===== src/rtl/w5500_pkg.sv =====
// Shared types and constants for the W5500 UDP transmit path.
package w5500_pkg;

  localparam int UDP_MAX_PAYLOAD = 1472;
  localparam int LEN_W           = 16;

  typedef enum logic [1:0] {
    IDLE = 2'd0,
    SEND = 2'd1,
    GAP  = 2'd2
  } state_t;

  // Saturating 16-bit increment, used by the dropped-byte counter.
  function automatic logic [LEN_W-1:0] sat_inc16(input logic [LEN_W-1:0] v);
    return (v == {LEN_W{1'b1}}) ? v : v + LEN_W'(1);
  endfunction

endpackage


===== src/rtl/sync_fifo_fwft.sv =====
// Single-clock first-word-fall-through FIFO; dout shows the head byte, 0 when empty.
module sync_fifo_fwft #(
  parameter int WIDTH = 8,
  parameter int DEPTH = 256
) (
  input  logic                     clk,
  input  logic                     rst,
  input  logic                     push,
  input  logic                     pop,
  input  logic [WIDTH-1:0]         din,
  output logic [WIDTH-1:0]         dout,
  output logic [$clog2(DEPTH):0]   level,
  output logic                     full,
  output logic                     empty
);

  localparam int AW = $clog2(DEPTH);

  logic [WIDTH-1:0] mem [DEPTH];
  logic [AW-1:0]    wr_ptr;
  logic [AW-1:0]    rd_ptr;
  logic [AW:0]      cnt;
  logic             do_push;
  logic             do_pop;

  assign do_push = push && !full;
  assign do_pop  = pop && !empty;
  assign full    = (cnt == (AW+1)'(DEPTH));
  assign empty   = (cnt == '0);
  assign level   = cnt;
  assign dout    = empty ? '0 : mem[rd_ptr];

  // Storage has no reset; emptiness is tracked by cnt alone.
  always_ff @(posedge clk) begin
    if (do_push) begin
      mem[wr_ptr] <= din;
    end
  end

  // Pointers wrap naturally because DEPTH is a power of two.
  always_ff @(posedge clk or posedge rst) begin
    if (rst) begin
      wr_ptr <= '0;
      rd_ptr <= '0;
      cnt    <= '0;
    end else begin
      if (do_push) wr_ptr <= wr_ptr + AW'(1);
      if (do_pop)  rd_ptr <= rd_ptr + AW'(1);
      case ({do_push, do_pop})
        2'b10:   cnt <= cnt + (AW+1)'(1);
        2'b01:   cnt <= cnt - (AW+1)'(1);
        default: cnt <= cnt;
      endcase
    end
  end

endmodule


===== src/rtl/w5500_tx_scheduler.sv =====
// Packetizes a byte stream into UDP payloads for the W5500 send engine.
// Handshake: in_vld pushes a byte every cycle it is high (no backpressure; bytes
// arriving while full are dropped and counted). o_dat_tx_req is held high with a
// stable o_dat_len until dat_tx_end; each dat_tx_rden consumes the byte on o_dat
// in that same cycle.
module w5500_tx_scheduler
  import w5500_pkg::*;
#(
  parameter int DEPTH   = 256,
  parameter int PKT_LEN = 64,
  parameter int TIMEOUT = 50000,
  parameter int GAP_CYC = 16
) (
  input  logic                     clk,
  input  logic                     rst,
  input  logic                     in_vld,
  input  logic [7:0]               in_dat,
  output logic                     o_dat_tx_req,
  output logic [LEN_W-1:0]         o_dat_len,
  input  logic                     dat_tx_rden,
  output logic [7:0]               o_dat,
  input  logic                     dat_tx_end,
  output logic                     o_busy,
  output logic [$clog2(DEPTH):0]   o_level,
  output logic [15:0]              o_ovf_cnt,
  output logic                     o_err,
  output state_t                   dbg_state
);

  localparam int LW = $clog2(DEPTH) + 1;
  localparam int TW = $clog2(TIMEOUT);
  localparam int GW = $clog2(GAP_CYC + 1);

  localparam logic [LEN_W-1:0] PKT_LEN_W = LEN_W'(PKT_LEN);
  localparam logic [TW-1:0]    TMO_LAST  = TW'(TIMEOUT - 1);
  localparam logic [GW-1:0]    GAP_LAST  = GW'(GAP_CYC - 1);

  state_t           state, state_nxt;
  logic [LEN_W-1:0] len, len_nxt;
  logic [LEN_W-1:0] remain, remain_nxt;
  logic [LEN_W-1:0] rem_after;
  logic [TW-1:0]    tmo, tmo_nxt;
  logic [GW-1:0]    gap_cnt, gap_nxt;
  logic [15:0]      ovf_cnt;
  logic             err;
  logic             err_set;
  logic             pop;

  logic [LW-1:0]    fifo_level;
  logic             fifo_full;
  logic             fifo_empty;
  logic [LEN_W-1:0] level_w;
  logic             full_rdy;

  sync_fifo_fwft #(
    .WIDTH (8),
    .DEPTH (DEPTH)
  ) u_fifo (
    .clk   (clk),
    .rst   (rst),
    .push  (in_vld),
    .pop   (pop),
    .din   (in_dat),
    .dout  (o_dat),
    .level (fifo_level),
    .full  (fifo_full),
    .empty (fifo_empty)
  );

  assign level_w  = LEN_W'(fifo_level);
  assign full_rdy = (level_w >= PKT_LEN_W);

  always_comb begin
    state_nxt  = state;
    len_nxt    = len;
    remain_nxt = remain;
    rem_after  = remain;
    tmo_nxt    = tmo;
    gap_nxt    = gap_cnt;
    err_set    = 1'b0;
    pop        = 1'b0;

    case (state)
      IDLE: begin
        if (dat_tx_end) err_set = 1'b1;
        if (full_rdy) begin
          state_nxt  = SEND;
          len_nxt    = PKT_LEN_W;
          remain_nxt = PKT_LEN_W;
          tmo_nxt    = '0;
        end else if (level_w != '0) begin
          if (tmo == TMO_LAST) begin
            state_nxt  = SEND;
            len_nxt    = level_w;
            remain_nxt = level_w;
            tmo_nxt    = '0;
          end else begin
            tmo_nxt = tmo + TW'(1);
          end
        end else begin
          tmo_nxt = '0;
        end
      end

      SEND: begin
        // The pop of this cycle is accounted before a coincident end.
        if (dat_tx_rden) begin
          if (remain != '0) begin
            pop       = 1'b1;
            rem_after = remain - LEN_W'(1);
          end else begin
            err_set = 1'b1;
          end
        end
        remain_nxt = rem_after;
        if (dat_tx_end) begin
          state_nxt = GAP;
          gap_nxt   = '0;
          if (rem_after != '0) err_set = 1'b1;
        end
      end

      GAP: begin
        if (dat_tx_end) err_set = 1'b1;
        if (gap_cnt == GAP_LAST) begin
          // Last dead cycle doubles as the IDLE launch check, so a waiting full
          // payload is requested exactly GAP_CYC cycles after the request drops.
          gap_nxt = '0;
          if (full_rdy) begin
            state_nxt  = SEND;
            len_nxt    = PKT_LEN_W;
            remain_nxt = PKT_LEN_W;
          end else begin
            state_nxt = IDLE;
          end
        end else begin
          gap_nxt = gap_cnt + GW'(1);
        end
      end

      default: begin
        state_nxt = IDLE;
      end
    endcase
  end

  always_ff @(posedge clk or posedge rst) begin
    if (rst) begin
      state   <= IDLE;
      len     <= '0;
      remain  <= '0;
      tmo     <= '0;
      gap_cnt <= '0;
      ovf_cnt <= '0;
      err     <= 1'b0;
    end else begin
      state   <= state_nxt;
      len     <= len_nxt;
      remain  <= remain_nxt;
      tmo     <= tmo_nxt;
      gap_cnt <= gap_nxt;
      err     <= err | err_set;
      if (in_vld && fifo_full) begin
        ovf_cnt <= sat_inc16(ovf_cnt);
      end
    end
  end

  assign o_dat_tx_req = (state == SEND);
  assign o_dat_len    = len;
  assign o_busy       = (state != IDLE);
  assign o_level      = fifo_level;
  assign o_ovf_cnt    = ovf_cnt;
  assign o_err        = err;
  assign dbg_state    = state;

endmodule

===== config.mk =====
export PLATFORM = sky130hd
export DESIGN_NAME = w5500_tx_scheduler
export DESIGN_NICKNAME = d
export VERILOG_FILES = /design/src/rtl/w5500_pkg.sv /design/src/rtl/sync_fifo_fwft.sv /design/src/rtl/w5500_tx_scheduler.sv
export SDC_FILE = /design/constraint.sdc
export NUM_CORES = 2
export LEC_CHECK = 0
export BUFFER_PORTS_ARGS = -buffer_cell sky130_fd_sc_hd__buf_2
export CORE_ASPECT_RATIO = 1.5
export CORE_UTILIZATION = 29
export CTS_CLUSTER_DIAMETER = 150
export DETAILED_ROUTE_END_ITERATION = 10
export SYNTH_ARGS = -nofsm -noshare
export SYNTH_HDL_FRONTEND = slang
export SYNTH_SLANG_ARGS = --single-unit

===== constraint.sdc =====
create_clock -name clk -period 4.8 [get_ports clk]
set_input_delay 0.24 -clock clk [delete_from_list [all_inputs] [get_ports clk]]
set_output_delay 0.24 -clock clk [all_outputs]
set_load 0.01 [all_outputs]

# ---- Word level (Yosys, flattened, before mapping)
# Memories as Yosys holds them, arrays and structs flattened.
# Index checks and enable logic that the tools add are counted.
dict set report op_classes {
  addsub 8
  n_lt_le_gt_ge 1
  eq_ne 13
  muxes 36
  n_bitwise 2
  n_reduce_logical 21
}
# cell count
set ops {}
lappend ops {{16-bit 2-to-1 mux} 11}
lappend ops {{16-bit one-hot mux with 3 select lines} 1}
lappend ops {{16-bit nonzero test} 3}
lappend ops {{16-bit by 1-bit adder with 16-bit output, second input constant} 2}
lappend ops {{16-bit == test, second input constant} 2}
lappend ops {{16-bit one-hot mux with 2 select lines} 1}
lappend ops {{9-bit one-hot mux with 2 select lines} 1}
lappend ops {{8-bit by 1-bit adder with 8-bit output, second input constant} 2}
lappend ops {{16-bit by 1-bit subtractor with 16-bit output, second input constant} 1}
lappend ops {{1-bit 2-to-1 mux} 11}
lappend ops {{2-bit 2-to-1 mux} 5}
lappend ops {{5-bit 2-to-1 mux} 2}
lappend ops {{5-bit one-hot mux with 2 select lines} 1}
lappend ops {{5-bit AND reduction} 2}
lappend ops {{9-bit by 1-bit adder with 9-bit output, second input constant} 1}
lappend ops {{9-bit == test, second input constant} 1}
lappend ops {{9-bit by 7-bit greater-or-equal comparator with 1-bit output, second input constant} 1}
lappend ops {{9-bit logical NOT} 1}
lappend ops {{9-bit by 1-bit subtractor with 9-bit output, second input constant} 1}
lappend ops {{8-bit 2-to-1 mux} 1}
lappend ops {{2-bit nonzero test} 4}
lappend ops {{3-bit != test, second input constant} 2}
lappend ops {{2-bit one-hot mux with 3 select lines} 1}
lappend ops {{5-bit by 1-bit adder with 5-bit output, second input constant} 1}
lappend ops {{other kinds (15)} 22}
dict set report totals {
  ff_bits 97
  ramBits 2048
  output_inout_bits 54
  elab_cells 92
  mem_count 1
}
# name depth width rd rd_ports_with_merged_regs wr line
set memory_table {}
lappend memory_table {u_fifo.mem 256 8 1 0 1 sync_fifo_fwft.sv:19} ;# logic [WIDTH-1:0] mem [DEPTH];

# ---- Longest topological paths before layout
dict set report logic_depth {
  word_depth 9
  ltp_mapped 18
}

# ---- By module
# From an unflattened synthesis, not the netlist that was laid out.
dict set report unflattened {
  hier_cells 4573
  hier_area_um2 85116.6
}
# module n_inst cells_per_inst area_each_um2
set modules_own_cells {}
lappend modules_own_cells {sync_fifo_fwft 1 4156 81403.1}
lappend modules_own_cells {w5500_tx_scheduler 1 417 3713.6}

# ---- Worst setup path before layout
# Ideal clock, no wire load.
dict set report synth_timing {
  path_kind {reg2reg}
  from {register remain[6]}
  to {register u_fifo.cnt[7] (netlist: u_fifo.level[7])}
  setup_time_ps 129
  arrival_ps 3739
  required_ps 4671
  path_slack_ps 932
  stages_incl_launch_ff 16
  synth_period_minus_slack_ps 3868
  path_cell_list {dfrtp_1 or4_1 or4_4 o21a_1 and3_1 buf_2 ha_1 ha_1 a21o_1 a21oi_1 o21ai_0 a21oi_1 o21bai_1 a21oi_1 xor2_1 o21ai_0}
}
dict set report synth_between {
  elab_chain_cells 7
  word_cells_on_any_way 9
}
# element line
set synth_rtl {}
lappend synth_rtl {{start, declared} w5500_tx_scheduler.sv:40} ;# logic [LEN_W-1:0] remain, remain_nxt;
lappend synth_rtl {{start signal, assigned} w5500_tx_scheduler.sv:159} ;# remain <= remain_nxt;
lappend synth_rtl {{16-bit nonzero test *} w5500_tx_scheduler.sv:108} ;# if (remain != '0) begin
lappend synth_rtl {{1-bit 2-to-1 mux *} w5500_tx_scheduler.sv:108}
lappend synth_rtl {{1-bit 2-to-1 mux *} w5500_tx_scheduler.sv:107} ;# if (dat_tx_rden) begin
lappend synth_rtl {{1-bit 2-to-1 mux *} w5500_tx_scheduler.sv:83} ;# case (state)
lappend synth_rtl {{1-bit logical AND *} sync_fifo_fwft.sv:27} ;# assign do_pop = pop && !empty;
lappend synth_rtl {{named net u_fifo.do_pop} sync_fifo_fwft.sv:24} ;# logic do_pop;
lappend synth_rtl {{2-bit by 1-bit == test with 1-bit output or 2-bit == test (tied branches)} sync_fifo_fwft.sv:49} ;# case ({do_push, do_pop})
lappend synth_rtl {{9-bit one-hot mux with 2 select lines or 2-bit nonzero test (tied branches)} n/a}
lappend synth_rtl {{end signal, assigned} sync_fifo_fwft.sv:50} ;# 2'b10: cnt <= cnt + (AW+1)'(1);
lappend synth_rtl {{end signal, assigned} sync_fifo_fwft.sv:51} ;# 2'b01: cnt <= cnt - (AW+1)'(1);
lappend synth_rtl {{end signal, assigned} sync_fifo_fwft.sv:52} ;# default: cnt <= cnt;
lappend synth_rtl {{end, declared} sync_fifo_fwft.sv:22} ;# logic [AW:0] cnt;
# The timed path passes the listed nets; every way through them passes the cells marked *.
# A chain may end at the register's enable or synchronous reset.

# ---- Worst setup path after layout
dict set report layout_timing {
  from {register u_fifo.rd_ptr[0]}
  to {output port o_dat[5]}
}
dict set report layout_between {
  elab_chain_cells 2
}
# element line
set layout_rtl {}
lappend layout_rtl {{start, declared} sync_fifo_fwft.sv:21} ;# logic [AW-1:0] rd_ptr;
lappend layout_rtl {{start signal, assigned} sync_fifo_fwft.sv:48} ;# if (do_pop) rd_ptr <= rd_ptr + AW'(1);
lappend layout_rtl {{memory read 256 x 8 bit} n/a}
lappend layout_rtl {{8-bit 2-to-1 mux} sync_fifo_fwft.sv:31} ;# assign dout = empty ? '0 : mem[rd_ptr];
lappend layout_rtl {{end, declared} w5500_tx_scheduler.sv:21} ;# output logic [7:0] o_dat,
# Every way passes these cells.

==> metrics.txt <==
status complete, no violations; cts bufs inserted 186; Die Width 442.4 um; Final Non-Filler Cells about 8,500; grt ovf 0; Mapped Cells around 4,200; placed cells 8,149; share of cells above drive strength 1 0.2589; switching share of power 0.3134; RSZ-0062 raised after global routing true; Die ar. 0.2931 mm2; Setup TNS Final 0 ns; Pleak between 30 and 40 nW; Synth Flop Type edfxtp_1; DP Worst Slack 0.1859 ns; worst slew pin tran between 1 and 1.5 ns; Clock Tree Buf Depth 4; CTS tree yes; Post-synth EDFFs 2,048; Root Driver clkbuf_16; Final Skew 0.07542 ns; clock share of power 0.295; vias in the first global route 44,470; Max-slew headroom 0.06513; Mapped Area between 0.08 and 0.09 mm2; CORE AREA roughly 0.29 mm2; clock tree sinks 2,138; FMAX about 210 MHz; crit end category primary output; Final Hold Vio Count 0; internal power around 36 mW; initial antenna violation count 6; Wirelength per Cell about 27 um; Syn Area/Cell roughly 20 um2; Seq/Total Area, Yosys 0.7556; WP data required about 4.6 ns; Total Power around 52 mW; boundary pin count 67; first-pass GRT wire length approximately 330,000 um; Initial Util 0.2915; flop and latch count out of synthesis approximately 2,100; Flop pwr share 0.405; drt total wl about 230,000 um; worst skew pair latency around 0.85 ns; CTS HTree Levels 4; GPL Wtd Cong 0.8857; Clk pin slew, worst setup/hold paths 0.06 ns; Port-buffer cells 59; critical path launch point type register; Vias around 43,000; row count approximately 240; pwr/cell area between 500 and 600 mW/mm2; Finished Core Util 0.3370; critical-path cell list buf_8 -> or3b_2 -> buf_4 -> o22ai_1 -> a2111oi_0 -> a311oi_1 -> a21oi_1 -> a221o_2 -> a21oi_4 -> buf_2; Die Height 662.6 um; Antenna Nets Post-Route 0; switching pwr 16.35 mW; initial drt markers ~4,200; Pre-antenna DRT Iters 5; max-cap viol count 0; largest net degree at the start of global routing approximately 160; Netlist cell types 73; Final nets ~4,600; clock period minus worst slack roughly 4.8 ns; Crit Path Class register to primary output; Syn-to-layout area delta 15.64%; Hold WC Path Type primary input to register; max-slew violations 0; Worst VDD drop 367.9 uV; combinational power share 0.300; final period utilization 0.9981; Post-DP HPWL approximately 140,000 um; Crit-path slowest cell or3b_2; Data arrival, critical path approximately 4.6 ns; post-DR vias/cell around 5.1; final worst-path setup slack between 0.009 and 0.01 ns; DRC errors left 0; Yosys warning count 0; Largest stage delay, worst path 0.59 ns; crit path max fanout 18; All-Layer GR Usage 0.1524; Async SR Flop Fraction 0.04210; final setup violation count 0
[Yosys cell counts, types with 23 or more instances]
cell,instances,area share
o21ai_0,122,0.0072
o221ai_1,29,0.0030
buf_2,62,0.0037
nor2_1,335,0.015
a21oi_1,70,0.0042
a22oi_1,39,0.0035
nand2b_1,28,0.0021
mux4_2,496,0.13
and3_1,23,0.0017
nand2_1,129,0.0057
edfxtp_1,2048,0.73
nand3_1,36,0.0021
buf_4,33,0.0029
a221oi_1,23,0.0024
mux2i_1,181,0.021
xnor2_1,29,0.0030
clkbuf_1,121,0.0054
dfrtp_1,90,0.027
[per-stage QoR]
| stage | instance area (um2) | hold WS (ns) |
|---|---|---|
| floorplan | 84390 | 0.3389 |
| global placement | 91240 | 0.4595 |
| detailed placement | 91240 | 0.4695 |
| CTS | 97460 | 0.009470 |
| global route | 97560 | 0.07034 |
| finish | 97560 | 0.03836 |
[cell families after synthesis]
family	share of synthesized area
flip-flops	0.7556
multiplexers	0.1553
AND/OR/NAND/NOR	0.03414
AO/OA/AOI/OAI	0.03092
buffers and inverters	0.01605
XOR/XNOR	0.004568
adder cells (fa/ha/maj)	0.003351
other	0.00004445
[layout make-up]
class / instances / area [um2]
flip-flops and latches: 2138 / 63770
well taps: 3782 / 4732
clock inverters: 97 / 1100
inverters: 23 / 90.09
repair buffers: 418 / 3538
fillers: 27120 / 191900
diodes: 2 / 5.005
multi-input cells: 1806 / 19370
clock buffers: 230 / 4960
[path summary, 6_finish.rpt]
kind                                  start                 to  slack (ns)  depth (start not counted)
max                        u_fifo.rd_ptr[0]           o_dat[5]       0.009                         10
min                               in_dat[5]  u_fifo.mem[68][5]        0.04                          1
max reg2reg                 u_fifo.level[2]  u_fifo.mem[66][6]        0.04                          7
min reg2reg                    o_dat_len[0]       o_dat_len[0]        0.48                          2
max in group asynchronous               rst   u_fifo.rd_ptr[2]        3.52                          4
min in group asynchronous               rst       dbg_state[0]        0.15                          3
[power by group through the flow]
stage	sequential (mW)	combinational, mW	clock (mW)
after CTS	21.1	15.6	15.6
after floorplan	21.4	9.64	0
after detailed placement	21.6	15.3	0
after global placement	21.6	15.3	0
final	21.1	15.7	15.4
after global routing	21.1	16.3	16.2
[critical path, delay by kind of cell (launching register included)]
kind	cells	cell delay (ns)
AOI/OAI and AO/OA	6	1.83
buffers and inverters	3	0.67
and+or+nand+nor	1	0.59
DFF	1	0.55
[timing repair]
action                                  4_1_cts  5_1_grt
resized for setup                             7        5
hold buffers                                  8        0
cloned                                        0        0
endpoints found under the setup margin        8       90
pin swaps                                     1        1
endpoints found under the hold margin       198        0
setup buffers                                 4        6
[cell usage in the layout, fill, tap and decap left out, drive strengths merged, types with 70 or more instances in the layout]
cell and count:
clkbuf 238, dfrtp 90, nor2 335, edfxtp 2048, nand2 129, a21oi 70, mux2i 181, o21ai 123
mux4 496, buf 402
[layer usage]
metal	up-vias	routed length, um	track usage
li1	17930	-	-
met1	23230	84420	0.1804
met2	1677	118400	0.2705
met3	434	13070	0.01937
met4	0	12590	0.07705
met5	-	0	0
[sequential cells by signal, indices dropped and copies added (netlist names), 5 cells and up]
register       cells
tmo               16
remain            16
u_fifo.rd_ptr      8
gap_cnt            5
u_fifo.mem      2048
o_dat_len          9
u_fifo.wr_ptr      8
o_ovf_cnt         16
u_fifo.level       9
Power figures use the tool's default switching activity.
